## config.mk

```make
export PLATFORM = sky130hd
export DESIGN_NAME = mul_hilo_unit
export DESIGN_NICKNAME = d
export VERILOG_FILES = /design/src/rtl/mul_hilo_unit_pkg.sv /design/src/rtl/mul_hilo_unit_hilo_reg.sv /design/src/rtl/mul_hilo_unit.sv
export SDC_FILE = /design/constraint.sdc
export NUM_CORES = 1
export LEC_CHECK = 0
export ABC_CLOCK_PERIOD_IN_PS = 2900
export CORE_UTILIZATION = 35
export CTS_CLUSTER_SIZE = 40
export DETAILED_ROUTE_END_ITERATION = 8
export MAX_ROUTING_LAYER = met4
export SETUP_SLACK_MARGIN = 0.15
export SLEW_MARGIN = 20
export SYNTH_ARGS = -nofsm -noshare
export SYNTH_HDL_FRONTEND = slang
export SYNTH_SLANG_ARGS = --single-unit
```

## constraint.sdc

```tcl
create_clock -name clk -period 2.9 [get_ports clk]
set_input_delay 0.725 -clock clk [delete_from_list [all_inputs] [get_ports clk]]
set_output_delay 0.725 -clock clk [all_outputs]
set_load 0.01 [all_outputs]
```

## src/rtl/mul_hilo_unit_pkg.sv

```systemverilog
// Shared definitions for the ALU-control multiply protocol: function codes and multiplier FSM states.
package mul_hilo_unit_pkg;

  localparam logic [5:0] FN_AND     = 6'b100100;
  localparam logic [5:0] FN_OR      = 6'b100101;
  localparam logic [5:0] FN_ADD     = 6'b100000;
  localparam logic [5:0] FN_SUB     = 6'b100010;
  localparam logic [5:0] FN_SLT     = 6'b101010;
  localparam logic [5:0] FN_SRL     = 6'b000010;
  localparam logic [5:0] FN_MUL     = 6'b011001;
  localparam logic [5:0] FN_MFHI    = 6'b010000;
  localparam logic [5:0] FN_MFLO    = 6'b010010;
  localparam logic [5:0] FN_HILO_WR = 6'b111111;

  typedef enum logic [1:0] {
    IDLE = 2'd0,
    RUN  = 2'd1,
    DONE = 2'd2
  } state_e;

endpackage

```

## src/rtl/mul_hilo_unit_hilo_reg.sv

```systemverilog
// HI/LO product registers with commit strobe, valid flag and registered MFHI/MFLO read mux.
module mul_hilo_unit_hilo_reg
  import mul_hilo_unit_pkg::*;
#(
  parameter int unsigned WIDTH = 32
) (
  input  logic               clk,
  input  logic               rst_n,
  input  logic               wr_en,
  input  logic [2*WIDTH-1:0] wr_data,
  input  logic [5:0]         rd_code,
  output logic [WIDTH-1:0]   rd_data,
  output logic               hilo_valid
);

  logic [WIDTH-1:0] hi_q, hi_d;
  logic [WIDTH-1:0] lo_q, lo_d;
  logic [WIDTH-1:0] rd_q, rd_d;
  logic             valid_q, valid_d;

  always_comb begin
    hi_d    = hi_q;
    lo_d    = lo_q;
    valid_d = valid_q;
    if (wr_en) begin
      hi_d    = wr_data[2*WIDTH-1:WIDTH];
      lo_d    = wr_data[WIDTH-1:0];
      valid_d = 1'b1;
    end
    // Read mux looks at the current registers, so a read on the commit edge sees the old value.
    case (rd_code)
      FN_MFHI: rd_d = hi_q;
      FN_MFLO: rd_d = lo_q;
      default: rd_d = '0;
    endcase
  end

  always_ff @(posedge clk or negedge rst_n) begin
    if (!rst_n) begin
      hi_q    <= '0;
      lo_q    <= '0;
      rd_q    <= '0;
      valid_q <= 1'b0;
    end else begin
      hi_q    <= hi_d;
      lo_q    <= lo_d;
      rd_q    <= rd_d;
      valid_q <= valid_d;
    end
  end

  assign rd_data    = rd_q;
  assign hilo_valid = valid_q;

endmodule

```

## src/rtl/mul_hilo_unit.sv

```systemverilog
// Multiply responder: shift-add multiplier FSM committing into HI/LO.
// Define MUL_SIGNED_EN for two's-complement operands (one extra negation cycle).
module mul_hilo_unit
  import mul_hilo_unit_pkg::*;
#(
  parameter int unsigned WIDTH = 32,
  parameter int unsigned CNT_W = 6
) (
  input  logic             clk,
  input  logic             rst_n,
  input  logic [5:0]       Signal,
  input  logic [WIDTH-1:0] dataA,
  input  logic [WIDTH-1:0] dataB,
  output logic [WIDTH-1:0] dataOut,
  output logic             busy,
  output logic             done,
  output logic             hilo_valid
);

  state_e             state_q, state_d;
  logic [CNT_W-1:0]   counter_q, counter_d;
  logic [2*WIDTH-1:0] mcand_q, mcand_d;
  logic [WIDTH-1:0]   mplier_q, mplier_d;
  logic [2*WIDTH-1:0] product_q, product_d;
  logic               busy_q, busy_d;
  logic               done_q, done_d;
  logic               pending_q, pending_d;
  logic               enter_done;
  logic               hilo_wr;
  logic [WIDTH-1:0]   a_mag, b_mag;

`ifdef MUL_SIGNED_EN
  logic               neg_q, neg_d;

  // Magnitude of the most-negative value still fits as a WIDTH-bit unsigned.
  assign a_mag = dataA[WIDTH-1] ? (~dataA + 1'b1) : dataA;
  assign b_mag = dataB[WIDTH-1] ? (~dataB + 1'b1) : dataB;
`else
  assign a_mag = dataA;
  assign b_mag = dataB;
`endif

  always_comb begin
    state_d    = state_q;
    counter_d  = counter_q;
    mcand_d    = mcand_q;
    mplier_d   = mplier_q;
    product_d  = product_q;
    busy_d     = busy_q;
    done_d     = done_q;
    pending_d  = pending_q;
    enter_done = 1'b0;
    hilo_wr    = 1'b0;
`ifdef MUL_SIGNED_EN
    neg_d      = neg_q;
`endif

    case (state_q)
      IDLE: begin
        if (Signal == FN_MUL) begin
          state_d   = RUN;
          mcand_d   = {{WIDTH{1'b0}}, a_mag};
          mplier_d  = b_mag;
          product_d = '0;
          counter_d = '0;
          busy_d    = 1'b1;
`ifdef MUL_SIGNED_EN
          neg_d     = dataA[WIDTH-1] ^ dataB[WIDTH-1];
`endif
        end
      end

      RUN: begin
`ifdef MUL_SIGNED_EN
        if (counter_q == CNT_W'(WIDTH)) begin
          if (neg_q) product_d = ~product_q + 1'b1;
          enter_done = 1'b1;
        end else begin
`else
        begin
`endif
          if (mplier_q[0]) product_d = product_q + mcand_q;
          mcand_d   = mcand_q << 1;
          mplier_d  = mplier_q >> 1;
          counter_d = (counter_q == '1) ? counter_q : counter_q + 1'b1;
`ifndef MUL_SIGNED_EN
          if (counter_q == CNT_W'(WIDTH - 1)) enter_done = 1'b1;
`endif
        end

        if (enter_done) begin
          busy_d = 1'b0;
          if (pending_q || (Signal == FN_HILO_WR)) begin
            hilo_wr   = 1'b1;
            pending_d = 1'b0;
            state_d   = IDLE;
          end else begin
            done_d  = 1'b1;
            state_d = DONE;
          end
        end else if (Signal == FN_HILO_WR) begin
          pending_d = 1'b1;
        end
      end

      DONE: begin
        if (Signal == FN_HILO_WR) begin
          hilo_wr = 1'b1;
          done_d  = 1'b0;
          state_d = IDLE;
        end
      end

      default: state_d = IDLE;
    endcase
  end

  always_ff @(posedge clk or negedge rst_n) begin
    if (!rst_n) begin
      state_q   <= IDLE;
      counter_q <= '0;
      mcand_q   <= '0;
      mplier_q  <= '0;
      product_q <= '0;
      busy_q    <= 1'b0;
      done_q    <= 1'b0;
      pending_q <= 1'b0;
`ifdef MUL_SIGNED_EN
      neg_q     <= 1'b0;
`endif
    end else begin
      state_q   <= state_d;
      counter_q <= counter_d;
      mcand_q   <= mcand_d;
      mplier_q  <= mplier_d;
      product_q <= product_d;
      busy_q    <= busy_d;
      done_q    <= done_d;
      pending_q <= pending_d;
`ifdef MUL_SIGNED_EN
      neg_q     <= neg_d;
`endif
    end
  end

  mul_hilo_unit_hilo_reg #(.WIDTH(WIDTH)) u_hilo_reg (
    .clk       (clk),
    .rst_n     (rst_n),
    .wr_en     (hilo_wr),
    .wr_data   (product_d),
    .rd_code   (Signal),
    .rd_data   (dataOut),
    .hilo_valid(hilo_valid)
  );

  assign busy = busy_q;
  assign done = done_q;

endmodule

```

==> run summary, run 1 <==
status: complete, but fails checks
failing checks: DRC, setup timing
CP required: 3370 ps
Least-Margin Pin Slew: 678 ps
P&R area growth vs syn: 48.0%
CTS tree: done
Primary FF master, synth: dfrtp_1
most common cell after layout, fill and taps aside: buf_4
R2R Setup Slk: -320 ps
setup violators final: 61
hold slack: 65.7 ps
clock sink total: 268
grt total ovfl: 0
FILL cells: 3725
hold crit path type: in -> async
CORE AREA: 41100 um2
Via Count: 13100
via-per-instance ratio: 5.22
first-pass GRT wire length: 74100 um
Final HPWL DP: 33900 um
die area: 42800 um2
max_cap viols: 0
Peak Freq: 311 MHz
vias in the first global route: 13500
share of layout cells above drive strength 1: 33.1%
Rel. slew slack: 54.8%
Sw Ratio: 38.6%
Post-Syn Nets: 1652
Reg2Reg Depth: 12
CP Capture Type: register
Detailed Routing Iterations Pass 1: 9
power per cell area: 935 nW/um2
worst skew pair latency: 590 ps
Cells after Synth: 1512
Die X: 207 um
RSZ-0062 raised after global routing: true
die height: 207 um
wire per inst: 19.0 um
Final #Nets: 2094
syn_area_per_cell: 9.72 um2
Final Critical Period: 3220 ps
PortBufs: 106
initial antenna violation count: 1
crit path max fanout: 5
Psw: 7840 uW
maximum vdd drop: 0.000738 V
FFs w/ async S/R, synth: 100%
CP startpoint kind: register
EDFF count, synth: 0
clock transition at the registers of the reported paths: 60 ps
Hold Fails Final Rpt: 0
worst reg2reg path endpoint: u_hilo_reg.hi_q[21]
routability cong.: 0.960
Starting DRT DRC Count: 724
# DRC: 1
initial core utilization: 35.7%
Seq/Total Area, Yosys: 45.7%
combinational share of power: 53.3%
Pleak: 0.0104 uW
Syn Std Cell Area: 14700 um2
area of the multi-input gates: 8850 um2
Final period util: 111%
most frequent cells in the layout: buf_4, dfrtp_1, nand2_1, mux2i_1
H-tree Lvls: 1
Fin Clk Skew: 12.5 ps
Worst R2R Start: product_q[19]
Total Routed Length: 47800 um
setup TNS: -7860 ps
CTS buffer count: 31
Routed Antenna Nets: 0
gr usage total: 23.0%
largest net degree at the start of global routing: 68
Site Rows: 74
Final Worst Setup Slack: -316 ps
Netlist cell types: 71
crit path kind: reg -> reg
cell-internal power: 12500 uW
Place WS: -407 ps
clock buffer depth: 3
Register Area: 6710 um2
Synth warnings: 0
pins over their slew limit: 0
Flop pwr share: 25.6%
Ports: 107
WP data arrival: 3690 ps
Synth Register Bits: 268
CTS root buf: clkbuf_16
Clk pwr share: 21.1%
[worst max path at each step]
stage / start / to / slack [ps] / cells after the start
6_report: product_q[19] / u_hilo_reg.hi_q[21] / -320 / 12
5_1_grt: product_q[19] / u_hilo_reg.hi_q[21] / -400 / 12
4_1_cts: mcand_q[0] / u_hilo_reg.hi_q[20] / -290 / 14
3_5_place_dp: mcand_q[1] / u_hilo_reg.hi_q[25] / -410 / 11
3_3_place_gp: mcand_q[15] / u_hilo_reg.hi_q[24] / -360 / 13
2_1_floorplan: product_q[0] / u_hilo_reg.hi_q[20] / -110 / 13
[area by class of cell]
type	instances	share of cell area, %
Clock inverter	14	1.12
Sequential cell	268	30.9
Tap cell	532	3.06
Multi-Input combinational cell	1140	40.7
Inverter	15	0.259
Antenna cell	1	0.0115
Clock buffer	43	4.01
Timing Repair Buffer	498	20.0
[per-stage QoR]
step	utilization, %	power, uW	cells	area [um2]
after floorplan	-	9940	1512	14900
after global placement	45.4	14100	2370	18700
after detailed placement	45.4	14200	2370	18700
after CTS	51.2	19600	2478	21000
after global routing	52.9	21600	2511	21700
final	52.9	20300	2511	21700
[synthesized netlist by cell type (11+ instances only)]
| cell type | number | share of area [%] |
|---|---|---|
| clkbuf_1 | 74 | 1.9 |
| mux2_2 | 41 | 3.1 |
| buf_1 | 12 | 0.31 |
| a21o_1 | 45 | 2.3 |
| nand3_1 | 20 | 0.68 |
| nor2_1 | 71 | 1.8 |
| and3_1 | 11 | 0.47 |
| nand4_1 | 21 | 0.89 |
| nor3_1 | 11 | 0.37 |
| xnor2_1 | 24 | 1.4 |
| a22o_1 | 35 | 2.1 |
| nand2b_1 | 12 | 0.51 |
| o21bai_1 | 12 | 0.61 |
| ha_1 | 67 | 5.7 |
| dfrtp_1 | 268 | 46 |
| o21ai_0 | 146 | 5.0 |
| o21ai_1 | 13 | 0.44 |
| mux2i_1 | 119 | 8.1 |
| a21oi_1 | 76 | 2.6 |
| xor2_1 | 28 | 1.7 |
| nand2_1 | 256 | 6.5 |
| inv_1 | 15 | 0.38 |
| a31oi_1 | 17 | 0.72 |
[power by group through the flow]
stage	registers (uW)	clock network, uW	logic [uW]
detailed placement	5170	0	9060
finish	5210	4290	10800
global placement	5150	0	8940
floorplan	5010	0	4930
CTS	5170	4370	10100
global route	5290	4510	11800
[worst max-delay path, stage by stage, from the launching register on]
cell and delay [ps]:
dfrtp_1 420, ha_4 320, nand2_4 50, or4_4 530
or3_4 390, o221ai_4 310, a21oi_4 160, buf_6 150
o21bai_4 150, a21oi_2 80, xor2_1 190, o21ai_2 80
mux2_4 260
[flip-flops by register name, summed over array words and instances (netlist names)]
register / flops
mcand_q: 64
u_hilo_reg.lo_q: 32
pending_q: 1
busy: 1
u_hilo_reg.hilo_valid: 1
done: 1
counter_q: 6
state_q: 2
u_hilo_reg.hi_q: 32
u_hilo_reg.rd_data: 32
mplier_q: 32
product_q: 64
[logic make-up after synthesis]
| kind of cell | after synthesis | share of synthesized area (%) |
|---|---|---|
| AND/OR/NAND/NOR | 435 | 12.9 |
| XOR/XNOR | 52 | 3.10 |
| flip-flops | 268 | 45.7 |
| adder cells (fa/ha/maj) | 68 | 5.84 |
| buffers and inverters | 104 | 2.68 |
| multiplexers | 161 | 11.3 |
| AO/OA/AOI/OAI | 424 | 18.5 |
[per-layer routing]
metal	wire [um]	track usage [%]	part of all wire (%)	vias to the layer above
li1	-	-	-	6310
met1	21300	29.8	45	6417
met2	22400	36.6	47	295
met3	2120	3.05	4.4	94
met4	1910	8.71	4.0	0
met5	0	-	0	-
[timing repair]
item | CTS | global route
pin swaps | 94 | 89
cloned | 0 | 0
setup endpoints to repair | 96 | 105
buffers inserted | 51 | 32
hold buffers | 0 | 0
resized for setup | 184 | 100
No activity file was read; power rests on OpenSTA's default activity.
==> run 2, diff against run 1 <==
Settings changed: REMOVE_ABC_BUFFERS from default to 1.
==> run 2 against run 1 <==
The flow still finishes with violations (DRC, setup timing). Routed wire length fell by 5.9%. Core utilization shrank 0.65 points. Final area fell by 1.2%. Die area is the same. Combinational power down 5%. Global-route usage is 1.3 points lower. Flip-flop and latch count unchanged. Largest cell class unchanged. Largest power group unchanged. Highest routed layer unchanged.
==> run summary, run 2 (synthesis gave the netlist of run 1 again) <==
hold crit path type: in -> async
clock sink total: 268 (unchanged)
Hold Fails Final Rpt: 0 (unchanged)
Routed Antenna Nets: 0 (unchanged)
Final Worst Setup Slack: -263 ps (+53.2 ps)
first-pass GRT wire length: 70800 um (-4.4%)
Pleak: 0.0103 uW (-1.8%)
Final #Nets: 2066 (-1.3%)
initial core utilization: 35.7% (unchanged)
wire per inst: 18.1 um (-4.9%)
WP data arrival: 3580 ps (-110 ps)
Worst R2R Start: product_q[0]
Fin Clk Skew: 21.0 ps (+8.55 ps)
Via Count: 13000 (-1.2%)
most frequent cells in the layout: buf_4, dfrtp_1, nand2_1, mux2i_1, o21ai_0
die area: 42800 um2 (unchanged)
Total Routed Length: 44900 um (-5.9%)
Least-Margin Pin Slew: 736 ps (+57.4 ps)
Rel. slew slack: 50.8% (-4.0 points)
CP Launch Point: product_q[0]
worst skew pair latency: 540 ps (-50 ps)
initial antenna violation count: 0 (-1)
Site Rows: 74 (unchanged)
RSZ-0062 raised after global routing: true
max_cap viols: 0 (unchanged)
final core occ: 52.2% (-0.65 points)
failing checks: DRC, setup timing
share of layout cells above drive strength 1: 31.8% (-1.3 points)
Peak Freq: 316 MHz (+1.7%)
status: complete, but fails checks
CTS tree: done
P&R area growth vs syn: 46.1%
CP startpoint kind: register
CP Capture Type: register
Die X: 207 um (unchanged)
Starting DRT DRC Count: 686 (-5.2%)
Final Power: 20100 uW (-1.3%)
routability cong.: 0.925 (-3.7%)
maximum vdd drop: 0.000446 V (-40%)
pins over their slew limit: 0 (unchanged)
CTS buffer count: 34 (+9.7%)
antenna diode count: 0 (-1)
setup TNS: -7250 ps (+607 ps)
via-per-instance ratio: 5.22 (about the same)
Post-CTS Hold Fix Bufs: 0 (unchanged)
CP required: 3320 ps (-50 ps)
gr usage total: 21.7% (-1.3 points)
die height: 207 um (unchanged)
most common cell after layout, fill and taps aside: buf_4
Final period util: 109% (-1.8 points)
Regs by FF count: mcand_q (64), product_q (64)
Place WS: -454 ps (-47.3 ps)
PortBufs: 106 (unchanged)
R2R Setup Slk: -260 ps (+50 ps)
Final Critical Period: 3160 ps (-53.2 ps)
CTS root buf: clkbuf_16
vias in the first global route: 13200 (-2.1%)
largest net degree at the start of global routing: 70 (+2.9%)
crit path kind: reg -> reg
Ports: 107 (unchanged)
# DRC: 2 (+1)
hold slack: 86.8 ps (+21.1 ps)
power per cell area: 935 nW/um2 (about the same)
crit path max fanout: 5 (unchanged)
setup violators final: 61 (unchanged)
clock transition at the registers of the reported paths: 60 ps (about the same)
CORE AREA: 41100 um2 (unchanged)
grt total ovfl: 0 (unchanged)
Detailed Routing Iterations Pass 1: 9 (unchanged)
H-tree Lvls: 2 (+1)
clock buffer depth: 3 (unchanged)
Final HPWL DP: 31000 um (-8.7%)
==> run 2: cell types whose count changed in the layout (fill, tap and decap cells not counted), sizes merged <==
cell and delta:
clkinv -1, bufinv -1, buf -31, clkbuf +8
diode -1, clkinvlp -2
==> run 2: worst paths after layout <==
| check | end | depth (start not counted) |
|---|---|---|
| max | u_hilo_reg.hi_q[20] | 14 |
| min | u_hilo_reg.rd_data[17] | 1 |
| max reg2reg | u_hilo_reg.hi_q[20] | 14 |
| min reg2reg | mplier_q[31] | 2 |
| max in group asynchronous | mplier_q[31] | 2 |
| min in group clk | mplier_q[31] | 2 |
==> run 2: layout make-up <==
cell class	instances	area, um2
clock buffers	51	1050
multi-input cells	1140	8720
fillers	3707	19600
clock inverters	10	185
repair buffers	467	4090
flip-flops and latches	268	6710
inverters	15	56.3
well taps	532	666
==> run 2: stage by stage <==
step           instances  instance area, um2
3_3_place_gp        2352               18400
5_1_grt             2483               21500
2_1_floorplan       1423               14400
4_1_cts             2458               20800
6_report            2483               21500
3_5_place_dp        2352               18400
==> run 2: report_power, final <==
part / switching [uW] / total (uW) / internal (uW)
clock: 1690 / 4630 / 2940
sequential: 598 / 5160 / 4560
combinational: 5290 / 10300 / 4990
total: 7580 / 20100 / 12500
==> run 2: timing repair <==
item                                    4_1_cts  5_1_grt
endpoints found under the setup margin       96      100
setup buffers                                45       25
gates resized for setup                     191       88
pin swaps                                    98       74
==> run 2: metal layers <==
metal	wire (um)	part of all wire, %	GRT usage (%)
met5	0	0	-
met4	905	2.0	6.07
met3	2080	4.6	2.97
met2	21500	48	34.8
met1	20400	45	28.7
==> run 2: worst max-delay path: stages (launching register included) <==
cell and delay [ps]:
dfrtp_1 360, ha_2 210, inv_2 50, fa_2 380, nor2b_4 170, o2111ai_4 140, a21oi_2 220, o21ai_2 100
o21ai_4 160, buf_12 150, a31oi_4 80, o21a_1 210, o2111a_1 250, a221o_1 290, mux2_4 270
